$ cat config.mk
export PLATFORM = sky130hd
export DESIGN_NAME = ifu_fetch
export DESIGN_NICKNAME = d
export VERILOG_FILES = /design/src/rtl/ur408_pkg.sv /design/src/rtl/ifu_pfifo.sv /design/src/rtl/ifu_fetch.sv
export SDC_FILE = /design/constraint.sdc
export NUM_CORES = 1
export LEC_CHECK = 0
export CORE_MARGIN = 2
export CORE_UTILIZATION = 40
export CTS_BUF_LIST = sky130_fd_sc_hd__clkbuf_4
export DETAILED_ROUTE_END_ITERATION = 6
export PLACE_DENSITY = 0.74
export SLEW_MARGIN = 20
export SYNTH_ARGS = -nofsm -noshare
export SYNTH_HDL_FRONTEND = slang
export SYNTH_SLANG_ARGS = --single-unit
$ cat constraint.sdc
create_clock -name clk -period 4.8 [get_ports clk]
set_clock_uncertainty 0.2 [all_clocks]
set_input_delay 0.96 -clock clk [delete_from_list [all_inputs] [get_ports clk]]
set_output_delay 0.96 -clock clk [all_outputs]
set_load 0.03 [all_outputs]
$ cat src/rtl/ur408_pkg.sv
// ---------------------------------------------------------------------------
// ur408_pkg
// Shared definitions for the UR408 fetch front end.
//   INS_W        : instruction word width
//   PC_W_DEFAULT : default word-address width of the PC
//   NOP_INS      : value driven on the instruction bus when nothing is valid
//   fetch_state_e: fetch unit control states (BOOT, RUN)
// ---------------------------------------------------------------------------
package ur408_pkg;

   localparam int INS_W        = 16;
   localparam int PC_W_DEFAULT = 16;

   localparam logic [INS_W-1:0] NOP_INS = 16'h0000;

   typedef enum logic {
      BOOT = 1'b0,
      RUN  = 1'b1
   } fetch_state_e;

endpackage

$ cat src/rtl/ifu_pfifo.sv
// ---------------------------------------------------------------------------
// ifu_pfifo
// Small synchronous FIFO with clear and optional empty-bypass.
//   clk, rst_n  : clock, asynchronous active-low reset
//   clr         : drop all stored entries (wins over push)
//   push        : write push_data
//   push_data   : W-bit payload
//   pop         : consume the head (only meaningful when head_valid)
//   head_valid  : head entry available (includes bypassed push when BYPASS)
//   head_data   : head payload
//   count       : number of stored entries (a bypassed entry is not counted)
// DEPTH must be a power of two and at least 2.
// ---------------------------------------------------------------------------
module ifu_pfifo #(
   parameter int W      = 32,
   parameter int DEPTH  = 2,
   parameter bit BYPASS = 1'b1
) (
   input  logic                       clk,
   input  logic                       rst_n,
   input  logic                       clr,
   input  logic                       push,
   input  logic [W-1:0]               push_data,
   input  logic                       pop,
   output logic                       head_valid,
   output logic [W-1:0]               head_data,
   output logic [$clog2(DEPTH):0]     count
);

   localparam int AW = $clog2(DEPTH);
   localparam int CW = AW + 1;

   logic [W-1:0]  mem [DEPTH];
   logic [AW-1:0] wr_ptr_reg;
   logic [AW-1:0] rd_ptr_reg;
   logic [CW-1:0] count_reg;
   logic          empty;
   logic          store;
   logic          take;

   assign empty = (count_reg == '0);

   // With bypass, a push into an empty FIFO is visible at the head in the
   // same cycle; if it is also popped it never lands in storage.
   assign head_valid = !empty || (BYPASS && push);
   assign head_data  = (BYPASS && empty) ? push_data : mem[rd_ptr_reg];

   assign store = push && !(BYPASS && empty && pop);
   assign take  = pop && !empty;
   assign count = count_reg;

   always_ff @(posedge clk or negedge rst_n) begin
      if (!rst_n) begin
         wr_ptr_reg <= '0;
         rd_ptr_reg <= '0;
         count_reg  <= '0;
      end else if (clr) begin
         wr_ptr_reg <= '0;
         rd_ptr_reg <= '0;
         count_reg  <= '0;
      end else begin
         if (store) wr_ptr_reg <= wr_ptr_reg + AW'(1);
         if (take)  rd_ptr_reg <= rd_ptr_reg + AW'(1);
         count_reg <= count_reg + CW'(store) - CW'(take);
      end
   end

   // Storage carries no reset; validity is tracked entirely by count_reg.
   always_ff @(posedge clk) begin
      if (store && !clr) mem[wr_ptr_reg] <= push_data;
   end

endmodule

$ cat src/rtl/ifu_fetch.sv
// ---------------------------------------------------------------------------
// ifu_fetch
// UR408 instruction fetch unit: keeps the PC, issues word reads with a
// req/gnt handshake, buffers returned words in a prefetch FIFO and hands
// them to the decoder with a valid/ready handshake. Redirects flush.
//   clk, rst_n              : clock, asynchronous active-low reset
//   imem_req / imem_addr    : fetch request and its word address
//   imem_gnt                : request accepted this cycle
//   imem_rvalid/imem_rdata  : in-order read response
//   ins / ins_pc / ins_valid: FIFO head to the decoder (zero when invalid)
//   ins_ready               : decoder accepts the head
//   redirect / redirect_pc  : flush and restart fetch at redirect_pc
// ---------------------------------------------------------------------------
module ifu_fetch
   import ur408_pkg::*;
#(
   parameter int              PC_W     = PC_W_DEFAULT,
   parameter int              DEPTH    = 2,
   parameter logic [PC_W-1:0] RESET_PC = '0
) (
   input  logic              clk,
   input  logic              rst_n,
   output logic              imem_req,
   output logic [PC_W-1:0]   imem_addr,
   input  logic              imem_gnt,
   input  logic              imem_rvalid,
   input  logic [INS_W-1:0]  imem_rdata,
   output logic [INS_W-1:0]  ins,
   output logic [PC_W-1:0]   ins_pc,
   output logic              ins_valid,
   input  logic              ins_ready,
   input  logic              redirect,
   input  logic [PC_W-1:0]   redirect_pc
);

   localparam int CW = $clog2(DEPTH) + 1;
   localparam int FW = INS_W + PC_W;

   fetch_state_e    state_reg, state_next;
   logic [PC_W-1:0] fetch_pc_reg, fetch_pc_next;
   logic [CW-1:0]   discard_reg, discard_next;

   logic [CW-1:0]   inflight;
   logic [CW-1:0]   inflight_next;
   logic [CW-1:0]   fifo_count;
   logic            credit_ok;
   logic            fetch_grant;
   logic            rsp_ok;
   logic            rsp_keep;
   logic            pop;

   logic            shadow_valid;
   logic [PC_W-1:0] shadow_pc;
   logic            head_valid;
   logic [FW-1:0]   head_data;

   // Requests in flight and buffered entries together never exceed DEPTH,
   // so the prefetch FIFO cannot overflow.
   assign credit_ok   = ({1'b0, inflight} + {1'b0, fifo_count}) < (CW+1)'(DEPTH);
   assign fetch_grant = imem_req && imem_gnt;

   // The shadow queue holds exactly the granted-but-unanswered addresses, so
   // its occupancy is the in-flight count and a response with it empty is a
   // protocol error that is simply ignored.
   assign rsp_ok   = imem_rvalid && shadow_valid;
   assign rsp_keep = rsp_ok && (discard_reg == '0) && !redirect;

   assign inflight_next = inflight + CW'(fetch_grant) - CW'(rsp_ok);

   assign ins_valid = head_valid && !redirect;
   assign pop       = ins_valid && ins_ready;
   assign ins       = ins_valid ? head_data[FW-1:PC_W] : NOP_INS;
   assign ins_pc    = ins_valid ? head_data[PC_W-1:0]  : '0;

   always_comb begin
      state_next    = RUN;
      fetch_pc_next = fetch_pc_reg;
      discard_next  = discard_reg;
      imem_req      = 1'b0;
      imem_addr     = '0;

      if (state_reg == RUN) begin
         imem_req  = !redirect && credit_ok;
         imem_addr = fetch_pc_reg;
      end

      if (redirect) begin
         // Everything still outstanding after this cycle belongs to the old
         // stream; a response arriving now is already dropped via rsp_keep.
         fetch_pc_next = redirect_pc;
         discard_next  = inflight_next;
      end else begin
         if (fetch_grant) fetch_pc_next = fetch_pc_reg + PC_W'(1);
         if (rsp_ok && (discard_reg != '0)) discard_next = discard_reg - CW'(1);
      end
   end

   always_ff @(posedge clk or negedge rst_n) begin
      if (!rst_n) begin
         state_reg    <= BOOT;
         fetch_pc_reg <= RESET_PC;
         discard_reg  <= '0;
      end else begin
         state_reg    <= state_next;
         fetch_pc_reg <= fetch_pc_next;
         discard_reg  <= discard_next;
      end
   end

   // Granted addresses, popped in order as responses return.
   ifu_pfifo #(
      .W      (PC_W),
      .DEPTH  (DEPTH),
      .BYPASS (1'b0)
   ) u_shadow (
      .clk        (clk),
      .rst_n      (rst_n),
      .clr        (1'b0),
      .push       (fetch_grant),
      .push_data  (fetch_pc_reg),
      .pop        (rsp_ok),
      .head_valid (shadow_valid),
      .head_data  (shadow_pc),
      .count      (inflight)
   );

   // Prefetch buffer of {instruction, pc}.
   ifu_pfifo #(
      .W      (FW),
      .DEPTH  (DEPTH),
      .BYPASS (1'b1)
   ) u_pfifo (
      .clk        (clk),
      .rst_n      (rst_n),
      .clr        (redirect),
      .push       (rsp_keep),
      .push_data  ({imem_rdata, shadow_pc}),
      .pop        (pop),
      .head_valid (head_valid),
      .head_data  (head_data),
      .count      (fifo_count)
   );

endmodule
== After elaboration in Yosys (flattened, before gate mapping) ==
Memories as Yosys holds them, arrays and structs flattened.
Index checks and enable logic that the tools add are counted.

* Flip-flop bits (word level): 27
* Bits in writable memories: 96
* Input bits: 38
* Memories: 2

{| class="wikitable"
|+ Memory list
! name !! words !! width !! read ports !! clocked after memory_dff !! wr ports !! line !! source
|-
| u_pfifo.mem || 2 || 32 || 1 || 0 || 1 || ifu_pfifo.sv:33 || <nowiki>logic [W-1:0] mem [DEPTH];</nowiki>
|-
| u_shadow.mem || 2 || 16 || 1 || 0 || 1 || ifu_pfifo.sv:33 ||
|}

* $add $sub $neg: 12
* Magnitude comparators: 1
* Mux-type cells: 18
* Reduce and logical (&&, ||, !) cells: 26

{| class="wikitable"
|+ Operators by type and width
! cell !! number
|-
| $mux 16 || 5
|-
| $mux 32 || 1
|-
| $add 16x1->16 const B || 1
|-
| $logic_and 1x1->1 || 13
|-
| $reduce_bool 2->1 || 5
|-
| $mux 1 || 9
|-
| $logic_not 2->1 || 3
|-
| $mux 2 || 3
|-
| $sub 2x1->2 || 3
|-
| $add 1x1->1 const B || 4
|-
| $add 2x1->2 || 2
|-
| $logic_not 1->1 || 4
|-
| $add 2x2->3 || 1
|-
| $lt 3x2->1 const B || 1
|-
| $sub 2x1->2 const B || 1
|-
| $logic_or 1x1->1 || 1
|}

== Longest topological paths before layout ==
* Word-level depth: 14
* Gate-level depth with buffers: 12

== Modules after synthesis ==
Synthesis repeated with hierarchy kept, for this count alone.

* Cell total of the unflattened synthesis: 451
* Area total of the unflattened synthesis: 5821.8 um^2

{| class="wikitable"
|+ Modules (own cells, without submodules)
! module !! times used !! cells each !! area an instance (um^2) !! sequential area each (um^2)
|-
| ifu_pfifo at u_pfifo || 1 || 196 || 2887.8 || 2021.9
|-
| ifu_fetch || 1 || 185 || 1532.7 || 475.5
|-
| ifu_pfifo at u_shadow || 1 || 70 || 1401.3 || 1061.0
|}

== Worst setup path before layout ==
Ideal clock, no wire load.

* Kind: input-to-reg
* Start point: input port redirect
* End point: memory u_pfifo.mem[0][0] (enable)
* Setup time: 0.425 ns
* Arrival: 2.987 ns
* Data required time: 4.175 ns
* Setup slack: 1.188 ns
* Stages on the path: 3
* Path buffers: 1
* Cell sequence: buf_2 -> a211oi_1 -> nor2b_1

* Cells in the longest elaborated chain, start to end: 11

{| class="wikitable"
|+ RTL lines
! what !! line !! source
|-
| from (decl) || ifu_fetch.sv:32 || <nowiki>input logic redirect,</nowiki>
|-
| $logic_not 1->1 * || ifu_pfifo.sv:70, ifu_fetch.sv:66, ifu_fetch.sv:70 ||
|-
| $logic_and 1x1->1 || ifu_fetch.sv:66 || <nowiki>assign rsp_keep = rsp_ok && (discard_reg == '0) && !redirect;</nowiki>
|-
| $logic_or 1x1->1 || ifu_pfifo.sv:45 || <nowiki>assign head_valid = !empty || (BYPASS && push);</nowiki>
|-
| $logic_and 1x1->1 || ifu_fetch.sv:70 || <nowiki>assign ins_valid = head_valid && !redirect;</nowiki>
|-
| $logic_and 1x1->1 || ifu_fetch.sv:71 || <nowiki>assign pop = ins_valid && ins_ready;</nowiki>
|-
| $logic_and 1x1->1 || ifu_pfifo.sv:48 || <nowiki>assign store = push && !(BYPASS && empty && pop);</nowiki>
|-
| $logic_not 1->1 || ifu_pfifo.sv:48 ||
|-
| $logic_and 1x1->1 || ifu_pfifo.sv:48 ||
|-
| $logic_and 1x1->1 * || ifu_pfifo.sv:70 || <nowiki>if (store && !clr) mem[wr_ptr_reg] <= push_data;</nowiki>
|-
| $mux 1 * || ifu_pfifo.sv:70 ||
|-
| $mux 1 (not written as such) * || ifu_pfifo.sv:70 ||
|-
| to (decl) || ifu_pfifo.sv:33 ||
|}

Every way passes the cells marked *; elsewhere a longest branch is shown, timed or not.

== Final worst setup path ==
* Start point: input port imem_rvalid
* End point: output port ins[2]

* Cells in the longest elaborated chain, start to end: 6

{| class="wikitable"
|+ RTL lines
! what !! line !! source
|-
| from (decl) || ifu_fetch.sv:26 || <nowiki>input logic imem_rvalid,</nowiki>
|-
| $logic_and 1x1->1 || ifu_fetch.sv:65 || <nowiki>assign rsp_ok = imem_rvalid && shadow_valid;</nowiki>
|-
| $logic_and 1x1->1 (2 in a row) || ifu_fetch.sv:66 ||
|-
| $logic_or 1x1->1 || ifu_pfifo.sv:45 ||
|-
| $logic_and 1x1->1 || ifu_fetch.sv:70 ||
|-
| $mux 16 || ifu_fetch.sv:72 || <nowiki>assign ins = ins_valid ? head_data[FW-1:PC_W] : NOP_INS;</nowiki>
|-
| to (decl) || ifu_fetch.sv:28 || <nowiki>output logic [INS_W-1:0] ins,</nowiki>
|}

Every way passes these cells.

==> flow_metrics.py <==
metrics = {
    "status": {
        "status": "finished, final reports clean",
    },
    "critical_path": {
        "rr_endpoint": "discard_reg[1]$_DFFE_PN0P_",
        "cp-end-kind": "output pin",
        "reg2reg_depth": 11,
        "crit_path_start_kind": "input pin",
        "slowest_delay_ps": 730,
        "cp.arrival_ps": 3170,
        "crit_type": "input pin to output pin",
        "crit_fanout": 24,
        "path_common_cell": "clkdlybuf4s50_1",
        "r2r-start": "u_shadow.count[0]$_DFF_PN0_",
        "crit_required_ps": 3640,
        "r2r_slack_ps": 1380,
        "worstPathCellList": "clkdlybuf4s50_1, o211ai_1, a21o_1, a211oi_1, clkdlybuf4s50_1",
        "critical-path-slowest-cell": "clkdlybuf4s50_1",
    },
    "pwr": {
        "p_leak_nw": 2.431,
        "power.total_mw": 2.964,
        "peakVddDrop_mv": 0.1744,
        "cellPowerDensity_nw_per_um2": 419.6,
    },
    "timing": {
        "relSlewSlack_pct": 33.39,
        "setup_viol": 0,
        "slew_violations": 0,
        "tightest_slew_ps": 999.2,
        "layout_setup_ws_ps": 465.7,
        "fmax_ghz": 0.2307,
        "layout_min_cycle_time_ps": 4334,
        "rsz0062_at_grt": "no",
        "hold_viol": 0,
        "tns_ps": 0,
        "post-route-period-util_pct": 90.30,
    },
    "synth": {
        "ys_seq_elements": 123,
        "yosys_warnings": 0,
        "synthArstFlopShare_pct": 21.95,
        "synth_area_um2": 5549,
        "syn_avg_cell_area_um2": 13.47,
        "synth_flop_cell": "edfxtp_1",
        "synth_cell_types": 46,
        "yosysSeqAreaShare_pct": 64.13,
        "synth-edff-count": 96,
        "syn-num-nets": 458,
        "syn_inst": 412,
    },
    "placed_design": {
        "hpwlAfterDp_um": 7677,
        "placed_cells": 661,
        "dpl_worst_slack_ps": 434.6,
        "gp_congestion": 0.8633,
        "io_buffers": 87,
    },
    "cells_and_area": {
        "fin_cells": 692,
        "finish.utilization_pct": 51.48,
        "antenna_cells": 0,
        "largest_reg_flops": 64,
        "fill_cells": 1157,
        "drive_gt1_share_pct": 14.65,
        "nets": 546,
        "syn_to_final_growth_pct": 27.28,
    },
    "floorplanning": {
        "core-area_um2": 13720,
        "ios": 88,
        "die_area_um2": 14830,
        "initial_core_util_pct": 40.45,
        "rows": 43,
        "die_w_um": 121.8,
        "fp.dieH_um": 121.8,
    },
    "routing": {
        "postRouteAntennaNets": 0,
        "wl_per_cell_um": 16.65,
        "vias": 3648,
        "first_pass_iters": 5,
        "initialDrtViolationCount": 228,
        "drt_wl_total_um": 11520,
        "drc": 0,
        "post_drt_via_cell_ratio": 5.272,
    },
    "clock_tree": {
        "clk_pin_slew_ps": 110,
        "clockBufferDepth": 2,
        "clk_latency_ps": 510,
        "htree_levels": 4,
        "cts_hold_buffers": 0,
        "numCtsBuffers": 17,
        "cts_setup_buffers": 0,
        "cts_sinks": 123,
        "cts_root_buf": "clkbuf_4",
        "cts_tree": "done",
        "ctsResizeCount": 0,
    },
    "global_route": {
        "gr-total-overflow": 0,
        "grt_use_total_pct": 16.59,
        "grt_pass1_vias": 3648,
        "grt_max_degree": 50,
        "grt_pass1_wl_um": 18800,
        "antenna_found_initial": 0,
    },
    "job": {
        "max-cap-violations": 0,
    },
    "min_path": {
        "min_from": "u_shadow.wr_ptr_reg$_DFFE_PN0P_",
        "hold_depth": 1,
        "min_to": "u_shadow.wr_ptr_reg$_DFFE_PN0P_",
        "hp-class": "flop to flop",
    },
}
[routing by layer]
| layer | GRT usage (%) | wire length (um) | vias to the layer above |
|---|---|---|---|
| met5 | 0 | 0 | - |
| met4 | 5.029 | 73 | 0 |
| met3 | 5.009 | 759 | 6 |
| met2 | 26.50 | 5579 | 147 |
| met1 | 21.91 | 5107 | 1756 |
| li1 | - | - | 1739 |
[worst max-delay path: cells and delay by family]
family	cells	cell delay (ps)
buffers and inverters	2	1220
AOI/OAI and AO/OA	3	970
[worst max path at each step]
stage,slack [ps],end,startpoint
5_1_grt,330,ins[2],imem_rvalid
6_report,470,ins[2],imem_rvalid
3_3_place_gp,540,ins[12],imem_rvalid
3_5_place_dp,430,ins[11],imem_rvalid
4_1_cts,430,ins[11],imem_rvalid
2_1_floorplan,1190,u_pfifo.mem[0][0]$_DFFE_PP_,redirect
[report_power, final]
group	switching, mW	internal, mW	total (mW)	leakage (nW)
Clock	0.374	0.413	0.786	0.165
Sequential	0.105	1.27	1.37	1.20
Combinational	0.432	0.374	0.806	1.07
Total	0.911	2.05	2.96	2.43
[cells in the final DEF, fill, tap and decap left out, types with 7 or more instances in the layout]
cell and n:
a211oi_1 33, and2_1 19, buf_12 16, buf_4 7, clkbuf_4 18, clkdlybuf4s50_1 70
dfrtp_1 26, edfxtp_1 96, ha_1 7, inv_1 13, mux2_2 18, mux2i_1 34
nand2_1 13, nand3_1 11, nor2_1 43, xnor2_1 9
[cells in the mapped netlist (all sizes together), types with 2 or more instances]
cell	instances	area, um^2
a211oi	33	247.7
or4	2	15.01
nand4	2	12.51
o21bai	3	22.52
a221o	6	60.06
and3	4	25.02
nand2	14	55.06
nor2b	2	12.51
nor3	6	30.03
edfxtp	96	2883
mux2	18	202.7
buf	11	55.06
o21ai	5	25.02
a22oi	3	22.52
mux2i	34	340.3
nand3	11	55.05
a311o	3	30.03
o211ai	4	30.03
nor2	43	161.4
inv	13	48.80
and4	2	17.52
o311ai	2	17.52
clkbuf	13	48.80
dfrtp	27	675.7
a21oi	3	18.77
and2	19	118.9
ha	7	87.58
xnor2	9	78.83
a21o	3	22.52
nor3b	2	15.01
[metrics by stage]
stage | hold slack [ps] | instance area, um^2
global placement | 281.5 | 6753
global route | 315.6 | 7063
CTS | 300.3 | 7063
floorplan | 236.8 | 5549
finish | 300.6 | 7063
detailed placement | 284.7 | 6753
[logic make-up after synthesis]
family / share of synthesized area [%]
muxes: 9.786
other: 0.06758
and+or+nand+nor: 10.26
xor gates and xnor gates: 1.578
adders and majority gates: 1.939
buffers and inverters: 2.819
AOI/OAI and AO/OA: 9.425
DFF: 64.13
[final cells by class]
| class | instances | area (um^2) | share of cell area [%] |
|---|---|---|---|
| multi-input cells | 251 | 1842 | 26.08 |
| well taps | 180 | 225.2 | 3.189 |
| repair buffers | 93 | 1074 | 15.20 |
| clock inverters | 13 | 175.2 | 2.480 |
| clock buffers | 18 | 135.1 | 1.913 |
| inverters | 14 | 52.55 | 0.7440 |
| flip-flops and latches | 123 | 3560 | 50.40 |
No activity file was read; power rests on OpenSTA's default activity.
